**src/rtl/prefetch_buf.sv**
```systemverilog
// Instruction prefetch buffer: small circular FIFO of {instr, PC+2} pairs
// between fetch and decode, with flush for redirects and NOP when empty.
module prefetch_buf #(
  parameter int unsigned DEPTH     = 4,
  parameter logic [15:0] NOP_INSTR = 16'h0800
) (
  input  logic        clk,
  input  logic        rst,
  input  logic        flush,
  input  logic        in_valid,
  input  logic [15:0] in_instr,
  input  logic [15:0] in_PCplusTwo,
  output logic        in_ready,
  input  logic        out_ready,
  output logic        out_valid,
  output logic [15:0] out_instr,
  output logic [15:0] out_PCplusTwo,
  output logic [2:0]  count
);

  localparam int unsigned PTR_W = (DEPTH > 1) ? $clog2(DEPTH) : 1;
  localparam int unsigned CNT_W = 3;

  logic [15:0]      r_instr [DEPTH];
  logic [15:0]      r_pc    [DEPTH];
  logic [PTR_W-1:0] r_wptr;
  logic [PTR_W-1:0] r_rptr;
  logic [CNT_W-1:0] r_count;

  logic w_full;
  logic w_empty;
  logic w_enq;
  logic w_deq;

  // Full/empty come only from the stored count, so in_ready never sees out_ready.
  assign w_full  = (r_count == CNT_W'(DEPTH));
  assign w_empty = (r_count == '0);
  assign w_enq   = in_valid & ~w_full & ~flush;
  assign w_deq   = out_ready & ~w_empty & ~flush;

  assign in_ready      = ~w_full;
  assign out_valid     = ~w_empty;
  assign out_instr     = w_empty ? NOP_INSTR : r_instr[r_rptr];
  assign out_PCplusTwo = w_empty ? 16'h0000  : r_pc[r_rptr];
  assign count         = r_count;

  // Storage: written on enqueue only; flush leaves stale words behind.
  always_ff @(posedge clk or posedge rst) begin
    if (rst) begin
      for (int unsigned i = 0; i < DEPTH; i++) begin
        r_instr[i] <= '0;
        r_pc[i]    <= '0;
      end
    end else if (w_enq) begin
      r_instr[r_wptr] <= in_instr;
      r_pc[r_wptr]    <= in_PCplusTwo;
    end
  end

  // Pointers and count; flush outranks enqueue and dequeue.
  always_ff @(posedge clk or posedge rst) begin
    if (rst) begin
      r_wptr  <= '0;
      r_rptr  <= '0;
      r_count <= '0;
    end else if (flush) begin
      r_wptr  <= '0;
      r_rptr  <= '0;
      r_count <= '0;
    end else begin
      if (w_enq) r_wptr <= r_wptr + PTR_W'(1);
      if (w_deq) r_rptr <= r_rptr + PTR_W'(1);
      case ({w_enq, w_deq})
        2'b10:   r_count <= r_count + CNT_W'(1);
        2'b01:   r_count <= r_count - CNT_W'(1);
        default: r_count <= r_count;
      endcase
    end
  end

endmodule

```
**config.mk**
```make
export PLATFORM = sky130hd
export DESIGN_NAME = prefetch_buf
export DESIGN_NICKNAME = d
export VERILOG_FILES = /design/src/rtl/prefetch_buf.sv
export SDC_FILE = /design/constraint.sdc
export NUM_CORES = 1
export LEC_CHECK = 0
export CORE_UTILIZATION = 60
export CTS_CLUSTER_DIAMETER = 100
export DETAILED_ROUTE_END_ITERATION = 8
export DONT_BUFFER_PORTS = 1
export PLACE_DENSITY = 0.76
export SYNTH_ARGS = -nofsm -noshare
export SYNTH_HDL_FRONTEND = slang
export SYNTH_SLANG_ARGS = --single-unit
```
**constraint.sdc**
```tcl
create_clock -name clk -period 5.2 [get_ports clk]
set_input_delay 1.04 -clock clk [delete_from_list [all_inputs] [get_ports clk]]
set_output_delay 1.04 -clock clk [all_outputs]
set_load 0.1 [all_outputs]
```
==> results of run 1 <==
==> worst max-delay path, cell delays in order, from the launching register on <==
cell	delay, ns
dfrtp_2	0.93
buf_4	0.37
mux4_2	0.25
nor2b_2	0.84
==> worst min path at each step <==
stage	start	endpoint	slack, ns	cells past startpoint
2_1_floorplan	r_instr[16]$_DFFE_PP0P_	r_instr[16]$_DFFE_PP0P_	0.47	1
3_3_place_gp	r_pc[25]$_DFFE_PP0P_	r_pc[25]$_DFFE_PP0P_	0.48	1
3_5_place_dp	r_instr[0]$_DFFE_PP0P_	r_instr[0]$_DFFE_PP0P_	0.49	1
4_1_cts	rst	r_pc[8]$_DFFE_PP0P_	0.49	1
5_1_grt	r_pc[23]$_DFFE_PP0P_	r_pc[23]$_DFFE_PP0P_	0.51	1
6_report	rst	r_pc[56]$_DFFE_PP0P_	0.49	1
==> per-layer routing <==
metal | GRT usage [%] | up-vias | wire (um) | part of all wire (%)
met5 | 0 | - | 0 | 0
met1 | 30.4 | 1781 | 5190 | 44
met3 | 7.30 | 12 | 494 | 4.2
met4 | 9.03 | 0 | 202 | 1.7
li1 | - | 1494 | - | -
met2 | 38.0 | 66 | 5950 | 50
==> metrics by stage <==
step	area, um^2	hold slack (ns)	total power, mW
global placement	6600	0.481	2.54
floorplan	6430	0.474	2.41
CTS	7160	0.488	3.71
detailed placement	6600	0.489	2.58
global route	7160	0.511	3.83
finish	7160	0.490	3.67
==> final cells by class <==
cell class,count,share of cell area (%)
well taps,136,2.38
repair buffers,14,1.47
inverters,8,0.455
clock buffers,24,6.85
multi-input cells,237,40.6
flip-flops and latches,135,47.2
clock inverters,8,0.979
==> kinds of logic (layout without fill, tap and decap cells) <==
logic type	Yosys count	count (layout)
buffers and inverters	37	54
DFF	135	135
adders and majority gates	5	5
AOI/OAI and AO/OA	14	14
muxes	161	161
xor gates and xnor gates	3	3
and+or+nand+nor	54	54
==> state kept, by name, indices dropped and copies added (netlist names) <==
| signal | flops |
|---|---|
| r_instr | 64 |
| r_pc | 64 |
| count | 3 |
| r_rptr | 2 |
| r_wptr | 2 |
==> cell usage after synthesis (2+ instances only) <==
cell type  instances
xor2_1             2
mux4_2            32
nor2b_1           31
nand3_1            7
dfrtp_1          135
clkbuf_1           9
buf_12             3
mux2_4            30
nand2_1            2
nor2_1             5
inv_1              7
a21oi_1            3
or2_2              2
buf_2              5
nor3_1             2
o21ai_0            2
mux2_2            99
buf_4             11
ha_1               4
o2111ai_1          2
==> layout by cell type, fill, tap and decap left out, types with 2 or more instances in the layout <==
cell        netlist  layout
a21oi_1           3       3
buf_4            11      14
clkbuf_1          9       2
clkbuf_16         0      16
clkbuf_8          0       6
clkinv_2          0       5
clkinvlp_4        0       2
dfrtp_1         135     134
ha_1              4       4
inv_1             7       6
mux2_2           99      99
mux2_4           30      30
mux4_2           32      32
nand2_1           2       2
nand3_1           7       4
nand3_2           0       3
nor2_1            5       5
nor2b_2           0      31
o2111ai_1         2       2
o21ai_0           2       2
or2_2             2       2
xor2_1            2       2
==> power by group <==
part           internal (mW)  switching [mW]  leakage [nW]
logic                  0.469           0.589          1.16
clock network          0.693           0.421         0.277
registers               1.33           0.166          1.70
total                   2.50            1.18          3.14
==> out/metrics.csv, run 1 <==
stage,metric,value,unit
status,status,completed,
clock_network,clk_path_buf_depth,2,
synth,synth_top_area_cell,dfrtp_1,
timing,max_freq,0.251,GHz
synth,async_flop_share,100,%
final_layout,layout.nets,455,
routing,drt_wl_total,11800,um
clock_network,cts.repair.resized,0,
floorplan,initial_core_util,62.0,%
routing,wire_per_inst,21.1,um
synth,synth_compound_area_share,1.50,%
synth,synthXorXnorAreaFrac,0.409,%
floorplan,die_h,106,um
power,power_density,513,nW/um^2
synth,syn-mean-instance-area,15.7,um^2
setup_path,critPathArrivalTime,2.94,ns
synth,ys_warn_count,0,
synth,synth_fa_ha_area_share,1.09,%
routing,drtIter0Drc,135,
synth,synthMuxAreaShare,35.5,%
setup_path,setup.worst_path.start,r_rptr[0]$_DFFE_PP0P_,
final_layout,syn2layout_area_growth,11.3,%
timing,slew_headroom,25.7,%
final_layout,multi_input_area,2910,um^2
power,peakVddDrop,0.303,mV
global_route,grt_pass1_vias,3676,
setup_path,reg2reg_to,r_pc[11]$_DFFE_PP0P_,
setup_path,endpoint,out_instr[7],
place,place.gp.congestion,0.718,
clock_network,numCtsBuffers,17,
final_layout,regArea,3380,um^2
timing,fin_crit_sh,76.5,%
setup_path,r2r_slack,1.88,ns
run,cap_violations,0,
floorplan,design.die.area,11100,um^2
synth,synth_top_family_by_area,multiplexers,
routing,num_vias,3353,
final_layout,fillers,704,
worst_hold_path,hp-class,input port to async pin,
setup_path,r2r_cells,4,
routing,drc,0,
clock_network,cts_hold_buf,0,
timing,finClkSkew,0.00624,ns
global_route,antenna_found_initial,0,
clock_network,clock_latency,0.52,ns
timing,hold_viol_final,0,
synth,synth_seq_area_share,52.5,%
routing,avgViaCountPerCell,5.97,
place,dp_cells,530,
clock_network,clk_pin_slew,0.06,ns
global_route,grt-ovfl-total,0,
global_route,grt_max_degree,55,
place,dp_hpwl,7220,um
synth,synthTopCellsByArea,"dfrtp_1 (53%), mux2_2 (17%), mux4_2 (11%)",
timing,worst_slack,1.22,ns
global_route,grt_usage,23.7,%
synth,netlist_instances,409,
place,io_buffers,0,
setup_path,timing.rr.start,count[2]$_DFFE_PP0P_,
setup_path,crit_type,flip-flop to output port,
synth,synth_area,6430,um^2
synth,synth_top_area_share,52.5,%
global_route,grt_pass1_wl,19500,um
final_layout,diodes,0,
final_layout,drive_gt1_share,58.5,%
final_layout,utilization,69.0,%
clock_network,root_buffer,clkbuf_8,
synth,yosys.area_share.simple,5.16,%
timing,setup_violations,0,
clock_network,cts_setup_buffers,0,
setup_path,crit_path_max_fanout,25,
clock_network,cts_max_level,4,
setup_path,crit_path_end_kind,output port,
floorplan,ios,74,
timing,worst_pin_slew,1.11,ns
setup_path,cp-start-kind,flip-flop,
timing,slew_viol_final,0,
power,power_leakage,3.14,nW
synth,synth_edf_count,0,
timing,tns,0,ns
setup_path,required,4.16,ns
floorplan,die_x,106,um
synth,synth_cell_types,36,
timing,grt_setup_unrepaired,no,
routing,dr.pass1.iters,4,
clock_network,cts_tree,built,
floorplan,std_cell_rows,37,
timing,min_period,3.98,ns
synth,dominantRegCellSynth,dfrtp_1,
synth,ys_ff_latch,135,
floorplan,core_area,10400,um^2
place,place_ws,1.69,ns
synth,syn-num-nets,451,
routing,drtAntennaViolNets,0,
final_layout,final_cells,562,
clock_network,clock-sinks,135,
Note: power is estimated with default switching activity, not from simulation.
==> inputs of run 2 (changes only) <==
==> constraint.sdc (replaced) <==
create_clock -name clk -period 4.03 [get_ports clk]
set_input_delay 0.806 -clock clk [delete_from_list [all_inputs] [get_ports clk]]
set_output_delay 0.806 -clock clk [all_outputs]
set_load 0.1 [all_outputs]
==> run 2 against run 1 <==
Compared with the run above:
- clock-buffer cell count shrank 1
- sequential cell count unchanged
- sequential share of layout area shrank 1.6 points
==> out/metrics.csv, run 2 (same netlist as run 1, synthesis figures left out) <==
stage,metric,value,unit
status,status,completed,
clock_network,numCtsBuffers,17,
floorplan,design.die.area,11100,um^2
timing,fin_crit_sh,82.4,%
routing,num_vias,3502,
power,fin_total_pwr,4.94,mW
floorplan,die_h,106,um
floorplan,std_cell_rows,37,
routing,dr.pass1.iters,4,
clock_network,cts_tree,built,
setup_path,crit_path_end_kind,output port,
final_layout,multi_input_area,2910,um^2
floorplan,die_x,106,um
routing,drtIter0Drc,186,
timing,setup_violations,0,
final_layout,drive_gt1_share,61.1,%
final_layout,final_common_cell,dfrtp_1,
worst_hold_path,hp-class,input port to async pin,
timing,min_period,3.32,ns
clock_network,clk_path_buf_depth,2,
routing,drtAntennaViolNets,0,
setup_path,crit_path_max_fanout,15,
timing,worst_pin_slew,1.01,ns
floorplan,core_area,10400,um^2
power,peakVddDrop,0.420,mV
power,power_density,667,nW/um^2
global_route,grt_pass1_wl,20800,um
clock_network,clk_pin_slew,0.06,ns
timing,max_freq,0.301,GHz
clock_network,cts_hold_buf,0,
final_layout,syn2layout_area_growth,15.3,%
floorplan,initial_core_util,62.0,%
clock_network,clock-sinks,135,
final_layout,fillers,686,
final_layout,regArea,3380,um^2
timing,tns,0,ns
setup_path,crit_type,flip-flop to output port,
clock_network,cts.repair.resized,0,
final_layout,mostFrequentLayoutCells,"dfrtp_1 (133), mux2_2 (99), buf_4 (40)",
clock_network,clock_latency,0.52,ns
run,cap_violations,0,
floorplan,ios,74,
timing,grt_setup_unrepaired,no,
routing,wire_per_inst,21.1,um
final_layout,diodes,0,
timing,finClkSkew,0.00869,ns
global_route,antenna_found_initial,0,
setup_path,cp-start-kind,flip-flop,
place,dp_hpwl,7320,um
setup_path,r2r_cells,7,
place,place.gp.congestion,0.701,
timing,worst_slack,0.710,ns
routing,drt_wl_total,12400,um
clock_network,cts_setup_buffers,0,
routing,drc,0,
setup_path,required,3.22,ns
final_layout,layout.nets,482,
timing,hold_viol_final,0,
routing,avgViaCountPerCell,5.95,
global_route,grt-ovfl-total,0,
global_route,grt_max_degree,74,
clock_network,root_buffer,clkbuf_8,
setup_path,critPathArrivalTime,2.51,ns
place,io_buffers,0,
place,place_ws,1.18,ns
global_route,grt_pass1_vias,3919,
setup_path,r2r_slack,1.46,ns
timing,slew_viol_final,0,
clock_network,cts_max_level,4,
setup_path,timing.rr.start,count[0]$_DFFE_PP0P_,
power,power_leakage,3.30,nW
timing,slew_headroom,32.7,%
global_route,grt_usage,25.1,%
setup_path,reg2reg_to,count[2]$_DFFE_PP0P_,
-- run 2: worst max-delay path: stages (launching register included) --
cell     delay (ns)
dfrtp_2        0.71
buf_4          0.34
mux4_2         0.54
nor2b_2        0.16
buf_4          0.23
-- run 2: how the worst max path moves through the flow --
stage,from,to,cells past startpoint
3_3_place_gp,r_rptr[0]$_DFFE_PP0P_,out_instr[0],4
6_report,r_rptr[0]$_DFFE_PP0P_,out_PCplusTwo[9],4
3_5_place_dp,r_rptr[0]$_DFFE_PP0P_,out_instr[13],4
5_1_grt,r_rptr[0]$_DFFE_PP0P_,out_instr[15],4
4_1_cts,r_rptr[0]$_DFFE_PP0P_,out_PCplusTwo[9],4
2_1_floorplan,count[0]$_DFFE_PP0P_,out_PCplusTwo[11],4
-- run 2: metal layers --
| metal | routed length (um) | vias to the layer above | track usage (%) |
|---|---|---|---|
| li1 | - | 1555 | - |
| met1 | 5350 | 1873 | 32.5 |
| met2 | 6430 | 67 | 41.5 |
| met3 | 540 | 7 | 7.48 |
| met4 | 75 | 0 | 6.85 |
| met5 | 0 | - | 0 |
-- run 2: final cells by class --
| type | instances | area share (%) |
|---|---|---|
| multi-input combinational | 237 | 39.2 |
| tap | 136 | 2.30 |
| inverter | 8 | 0.456 |
| clock inverter | 9 | 1.65 |
| timing repair buffer | 41 | 4.32 |
| sequential | 135 | 45.6 |
| clock buffer | 23 | 6.43 |
-- run 2: metrics by stage --
step           hold WS [ns]  util [%]  area, um^2  instances
2_1_floorplan         0.474         -        6430        409
3_3_place_gp          0.482      65.7        6810        557
3_5_place_dp          0.489      65.7        6810        557
4_1_cts              0.0467      71.5        7410        589
5_1_grt              0.0507      71.5        7410        589
6_report             0.0717      71.5        7410        589
-- run 2: where the power goes --
group          leakage [nW]  total (mW)  switching [mW]  internal (mW)
combinational          1.30        1.45           0.783          0.670
clock                 0.298        1.56           0.555           1.00
sequential             1.70        1.93           0.212           1.72
